--- config.mk ---
export PLATFORM = sky130hd
export DESIGN_NAME = adsr_envelope
export DESIGN_NICKNAME = d
export VERILOG_FILES = /design/src/rtl/adsr_envelope.sv
export SDC_FILE = /design/constraint.sdc
export NUM_CORES = 2
export LEC_CHECK = 0
export ABC_AREA = 0
export CAP_MARGIN = 10
export CORE_MARGIN = 2
export CORE_UTILIZATION = 68
export CTS_CLUSTER_DIAMETER = 30
export DETAILED_ROUTE_END_ITERATION = 8
export PLACE_DENSITY = 0.9
export SYNTH_ARGS = -nofsm -noshare
export SYNTH_HDL_FRONTEND = slang
export SYNTH_SLANG_ARGS = --single-unit
--- constraint.sdc ---
create_clock -name clk -period 15.45 [get_ports clk]
set_input_delay 3.09 -clock clk [delete_from_list [all_inputs] [get_ports clk]]
set_output_delay 3.09 -clock clk [all_outputs]
set_load 0.1 [all_outputs]
--- src/rtl/adsr_envelope.sv ---
`default_nettype none
// ============================================================================
// Module      : adsr_envelope
// Description : ADSR gain envelope with registered sample scaling.
//               Optional macro ADSR_EXP_RELEASE_EN selects an exponential-like
//               release tail instead of a linear one.
// Revision    : 1.0 - initial release
// ============================================================================
module adsr_envelope #(
    parameter int DATA_WIDTH = 32,
    parameter int GAIN_WIDTH = 16,
    parameter int EXP_SHIFT  = 6
) (
    input  logic                  clk,
    input  logic                  rst_n,
    input  logic                  sample_tick,
    input  logic                  play,
    input  logic [DATA_WIDTH-1:0] data_in,
    input  logic [GAIN_WIDTH-1:0] attack_step,
    input  logic [GAIN_WIDTH-1:0] decay_step,
    input  logic [GAIN_WIDTH-1:0] sustain_level,
    input  logic [GAIN_WIDTH-1:0] release_step,
    output logic [DATA_WIDTH-1:0] data_out,
    output logic [GAIN_WIDTH-1:0] gain_out,
    output logic [2:0]            stage,
    output logic                  active
);

    localparam int                  c_PROD_WIDTH = DATA_WIDTH + GAIN_WIDTH + 1;
    localparam logic [GAIN_WIDTH-1:0] c_GMAX     = '1;

    typedef enum logic [2:0] {
        ST_IDLE    = 3'd0,
        ST_ATTACK  = 3'd1,
        ST_DECAY   = 3'd2,
        ST_SUSTAIN = 3'd3,
        ST_RELEASE = 3'd4
    } state_t;

    state_t                  r_state;
    state_t                  w_state_next;
    logic [GAIN_WIDTH-1:0]   r_gain;
    logic [GAIN_WIDTH-1:0]   w_gain_next;
    logic                    r_active;
    logic [DATA_WIDTH-1:0]   r_data_out;

    logic [GAIN_WIDTH:0]     w_attack_sum;
    logic [GAIN_WIDTH-1:0]   w_decay_room;
    logic [GAIN_WIDTH-1:0]   w_release_dec;
    logic                    w_release_now;

    logic signed [c_PROD_WIDTH-1:0] w_data_ext;
    logic signed [c_PROD_WIDTH-1:0] w_gain_ext;
    logic signed [c_PROD_WIDTH-1:0] w_product;

    // One extra bit so the attack sum can exceed GMAX before clamping
    assign w_attack_sum = {1'b0, r_gain} + {1'b0, attack_step};
    assign w_decay_room = r_gain - sustain_level;

`ifdef ADSR_EXP_RELEASE_EN
    logic [GAIN_WIDTH-1:0] w_exp_dec;

    assign w_exp_dec = r_gain >> EXP_SHIFT;

    always_comb begin
        w_release_dec = (release_step > w_exp_dec) ? release_step : w_exp_dec;
        // Guarantee forward progress once the shifted gain rounds to zero
        if ((w_release_dec == '0) && (r_gain != '0)) begin
            w_release_dec = GAIN_WIDTH'(1);
        end
    end

    assign w_release_now = 1'b0;
`else
    assign w_release_dec = release_step;
    assign w_release_now = (release_step == '0);
`endif

    always_comb begin
        w_state_next = r_state;
        w_gain_next  = r_gain;
        case (r_state)
            ST_IDLE: begin
                w_gain_next = '0;
                if (play) begin
                    w_state_next = ST_ATTACK;
                end
            end
            ST_ATTACK: begin
                if (!play) begin
                    w_state_next = ST_RELEASE;
                end else if (attack_step == '0) begin
                    w_gain_next  = c_GMAX;
                    w_state_next = ST_DECAY;
                end else if (sample_tick) begin
                    if (w_attack_sum >= {1'b0, c_GMAX}) begin
                        w_gain_next  = c_GMAX;
                        w_state_next = ST_DECAY;
                    end else begin
                        w_gain_next = w_attack_sum[GAIN_WIDTH-1:0];
                    end
                end
            end
            ST_DECAY: begin
                if (!play) begin
                    w_state_next = ST_RELEASE;
                end else if ((decay_step == '0) || (sustain_level >= r_gain)) begin
                    w_gain_next  = sustain_level;
                    w_state_next = ST_SUSTAIN;
                end else if (sample_tick) begin
                    if (decay_step >= w_decay_room) begin
                        w_gain_next  = sustain_level;
                        w_state_next = ST_SUSTAIN;
                    end else begin
                        w_gain_next = r_gain - decay_step;
                    end
                end
            end
            ST_SUSTAIN: begin
                if (!play) begin
                    w_state_next = ST_RELEASE;
                end else begin
                    w_gain_next = sustain_level;
                end
            end
            ST_RELEASE: begin
                // Retrigger keeps the current gain so the attack ramps from here
                if (play) begin
                    w_state_next = ST_ATTACK;
                end else if (w_release_now) begin
                    w_gain_next  = '0;
                    w_state_next = ST_IDLE;
                end else if (sample_tick) begin
                    if (r_gain <= w_release_dec) begin
                        w_gain_next  = '0;
                        w_state_next = ST_IDLE;
                    end else begin
                        w_gain_next = r_gain - w_release_dec;
                    end
                end
            end
            default: begin
                w_gain_next  = '0;
                w_state_next = ST_IDLE;
            end
        endcase
    end

    always_ff @(posedge clk) begin
        if (!rst_n) begin
            r_state  <= ST_IDLE;
            r_gain   <= '0;
            r_active <= 1'b0;
        end else begin
            r_state  <= w_state_next;
            r_gain   <= w_gain_next;
            r_active <= (w_state_next != ST_IDLE);
        end
    end

    // Gain is zero-extended so the product stays signed and never overflows
    assign w_data_ext = {{(GAIN_WIDTH + 1){data_in[DATA_WIDTH-1]}}, data_in};
    assign w_gain_ext = {{(DATA_WIDTH + 1){1'b0}}, r_gain};
    assign w_product  = w_data_ext * w_gain_ext;

    always_ff @(posedge clk) begin
        if (!rst_n) begin
            r_data_out <= '0;
        end else begin
            r_data_out <= DATA_WIDTH'(w_product >>> GAIN_WIDTH);
        end
    end

    assign data_out = r_data_out;
    assign gain_out = r_gain;
    assign stage    = r_state;
    assign active   = r_active;

endmodule
`default_nettype wire

==> load_flow_metrics.sql <==
INSERT INTO impl_metrics (metric_group, metric, value, unit) VALUES
('synth', 'main_combinational_cell_family_by_area_after_synthesis', 'adder cells', ''),
('timing', 'fin_setup_tns', '0', 'ps'),
('timing', 'finalWorstPathRequiredPeriod', '10170', 'ps'),
('timing', 'period_utilization_post_route', '0.658', ''),
('placement', 'post-place-ws', '5040', 'ps'),
('die', 'floorplan_die_area', '0.0349', 'mm^2'),
('clocking', 'cts_repair_resize_count', '0', ''),
('synth', 'synth_top_cells_by_count', 'sky130_fd_sc_hd__inv_1 (649), sky130_fd_sc_hd__fa_1 (486), sky130_fd_sc_hd__nand2_1 (340)', ''),
('synth', 'synth_area_leader_cell', 'sky130_fd_sc_hd__fa_1', ''),
('power_and_ir_drop', 'comb_power_share', '0.544', ''),
('synth', 'synth_compound_area_frac', '0.0925', ''),
('synth', 'post_synth_cell_types', '74', ''),
('route', 'num_vias', '19100', ''),
('power_and_ir_drop', 'p_switching', '0.304', 'mW'),
('final_layout', 'syn_to_final_growth', '8.86', '%'),
('power_and_ir_drop', 'power.density', '26.1', 'mW/mm^2'),
('synth', 'synth_edf_count', '0', ''),
('synth', 'share_of_synthesized_cell_area_in_and_or_nand_and_nor_gates', '0.175', ''),
('clocking', 'cts-root-buf', 'sky130_fd_sc_hd__clkbuf_16', ''),
('timing', 'finClkSkew', '19.4', 'ps'),
('timing', 'timing.slew.headroom', '0.134', ''),
('synth', 'post_synth_fa_ha_maj_area_fraction', '0.534', ''),
('route', 'vias_per_cell', '6.01', ''),
('timing', 'final_max_slew_viol_count', '0', ''),
('power_and_ir_drop', 'clockPowerShare', '0.230', ''),
('timing', 'max_freq', '98.4', 'MHz'),
('clocking', 'holdBufCountCts', '0', ''),
('run_status', 'status', 'finished clean', ''),
('clocking', 'cts_tree', 'yes', ''),
('worst_setup_path', 'critPathMaxFanout', '16', ''),
('synth', 'synth_most_common_cell', 'sky130_fd_sc_hd__inv_1', ''),
('global_routing', 'largest_net_degree_at_the_start_of_global_routing', '42', ''),
('worst_setup_path', 'cp-end-kind', 'flop', ''),
('timing', 'setup_violations', '0', ''),
('global_routing', 'grt_antenna_before_repair', '0', ''),
('die', 'ioPinCount', '152', ''),
('synth', 'synth-main-ff-cell', 'sky130_fd_sc_hd__dfxtp_1', ''),
('timing', 'grt_setup_unrepaired', 'false', ''),
('placement', 'gpl.final_weighted_congestion', '0.948', ''),
('synth', 'synth_mux_area_frac', '0.000441', ''),
('synth', 'seq_area_frac_synth', '0.0458', ''),
('synth', 'async_reset_ff_frac', '0', ''),
('power_and_ir_drop', 'power.internal', '0.342', 'mW'),
('clocking', 'clk_latency', '350', 'ps'),
('route', 'firstDrtPassIters', '9', ''),
('timing', 'post_layout_worst_setup_margin', '5280', 'ps'),
('clocking', 'numCtsBuffers', '5', ''),
('synth', 'synth.area.top_cells', 'sky130_fd_sc_hd__fa_1 (43%), sky130_fd_sc_hd__inv_1 (11%), sky130_fd_sc_hd__ha_1 (11%)', ''),
('worst_setup_path', 'cp_data_required_time', '15670', 'ps'),
('worst_setup_path', 'crit_arrival', '10380', 'ps'),
('timing', 'final_hold_viol_count', '0', ''),
('clocking', 'number_of_buffers_added_for_setup_after_cts', '0', ''),
('clocking', 'clk_pin_slew_worst_paths', '100', 'ps'),
('route', 'average_wire_per_cell_in_the_routed_design', '20.1', 'um'),
('synth', 'synth.ff_latch_count', '52', ''),
('power_and_ir_drop', 'part_of_the_total_power_dissipated_in_sequential_elements', '0.227', ''),
('run', 'cap_viol_max_count', '0', ''),
('synth', 'yosysWarnings', '0', ''),
('worst_setup_path', 'crit_type', 'in -> reg', ''),
('die', 'dieWidth', '187', 'um'),
('timing', 'worst_max_slew_pin_slew', '1300', 'ps'),
('final_layout', 'drive_gt1_frac', '0.0164', ''),
('synth', 'syn-mean-instance-area', '8.56', 'um^2'),
('synth', 'post_synth_inst_count', '2652', ''),
('final_layout', 'layoutNonFillerInstCount', '3178', ''),
('worst_setup_path', 'worstSetupStartpointType', 'input pin', ''),
('die', 'initial_core_util', '0.694', ''),
('clocking', 'ctsLongestPathBuffers', '2', ''),
('placement', 'cell_area_after_placement', '0.0245', 'mm^2'),
('power_and_ir_drop', 'swShare', '0.471', ''),
('global_routing', 'grt_util_all_layers', '0.381', '');
[cell usage in the layout, fill, tap and decap left out, drive strengths merged, types with 6 or more instances in the layout]
master         synthesis  routed
nor2                  70      70
a21boi                 6       6
a211oi                17      17
o21a                  13      13
nand3                 16      16
and2                 234     234
xnor2                 46      46
o21bai                12      12
a31oi                  8       8
o21ai                 53      53
a211o                  6       6
a21oi                 79      79
nand2                340     340
buf                    4      18
nand2b                11      11
a22o                  13      13
inv                  649     650
xor2                  31      31
clkdlybuf4s50          0     151
a221oi                 8       8
nor3                  40      40
nand4                 19      19
dfxtp                 52      52
and3                  18      18
fa                   486     486
o31ai                  6       6
ha                   191     191
nor2b                 14      14
nor4                  18      18
a21o                  28      28
[final cells by class]
class / count / area, um^2 / share of cell area
multi-input combinational: 1858 / 18900 / 0.763
inverter: 649 / 2440 / 0.0985
timing repair buffer: 169 / 1650 / 0.0666
sequential: 52 / 1040 / 0.0421
tap: 442 / 553 / 0.0224
clock buffer: 5 / 125 / 0.00506
clock inverter: 3 / 46.3 / 0.00187
[cells by family (layout without fill, tap and decap cells)]
group,count (synthesis),after routing
compound gates,300,300
xor+xnor,77,77
fa+ha+maj,677,677
buf+inv,742,826
flops,52,52
mux,1,1
simple gates,803,803
[per-stage QoR]
| step | hold WS (ps) | util | total power [mW] |
|---|---|---|---|
| after floorplan | 968 | - | 0.377 |
| after global placement | 569 | 0.751 | 0.480 |
| after detailed placement | 553 | 0.751 | 0.492 |
| after CTS | 568 | 0.756 | 0.640 |
| after global routing | 626 | 0.756 | 0.680 |
| final | 573 | 0.756 | 0.646 |
[power groups by stage]
stage / sequential [mW] / clock [mW] / combinational (mW)
after detailed placement: 0.149 / 0 / 0.343
after global routing: 0.147 / 0.153 / 0.380
after global placement: 0.149 / 0 / 0.330
final: 0.146 / 0.148 / 0.351
after floorplan: 0.200 / 0 / 0.177
after CTS: 0.146 / 0.148 / 0.346
[sequential cells by signal, indices dropped and copies added, names as in the netlist]
register  cells
data_out     32
active        1
gain_out     16
stage         3
[worst max-delay path, cell delays in order]
cell and delay [ps]:
sky130_fd_sc_hd__clkdlybuf4s50_1 740, sky130_fd_sc_hd__and2_1 360, sky130_fd_sc_hd__fa_1 540, sky130_fd_sc_hd__inv_1 60, sky130_fd_sc_hd__fa_1 560, sky130_fd_sc_hd__fa_1 460, sky130_fd_sc_hd__fa_1 550, sky130_fd_sc_hd__inv_1 50
sky130_fd_sc_hd__fa_1 480, sky130_fd_sc_hd__inv_1 50, sky130_fd_sc_hd__fa_1 470, sky130_fd_sc_hd__inv_1 50, sky130_fd_sc_hd__ha_1 270, sky130_fd_sc_hd__o21ai_0 110, sky130_fd_sc_hd__a211oi_1 290, sky130_fd_sc_hd__a22oi_1 260
sky130_fd_sc_hd__o21ai_1 550, sky130_fd_sc_hd__nand4_1 420, sky130_fd_sc_hd__a211o_2 490, sky130_fd_sc_hd__a21boi_0 300, sky130_fd_sc_hd__o21a_1 150, sky130_fd_sc_hd__nor3_1 40
[worst paths after layout]
check | depth (start not counted) | slack [ps] | to
min | 2 | 570 | stage[1]$_SDFF_PN0_
max reg2reg | 22 | 7620 | data_out[29]$_SDFF_PN0_
max | 22 | 5280 | data_out[29]$_SDFF_PN0_
min reg2reg | 2 | 570 | stage[1]$_SDFF_PN0_
[layer usage]
layer | up-vias | GRT usage | wire [um]
met2 | 1127 | 0.658 | 31700
met1 | 9405 | 0.449 | 22500
li1 | 8262 | - | -
met4 | 0 | 0.223 | 3990
met5 | - | 0 | 0
met3 | 298 | 0.0662 | 5620
No activity file was read; power rests on OpenSTA's default activity.
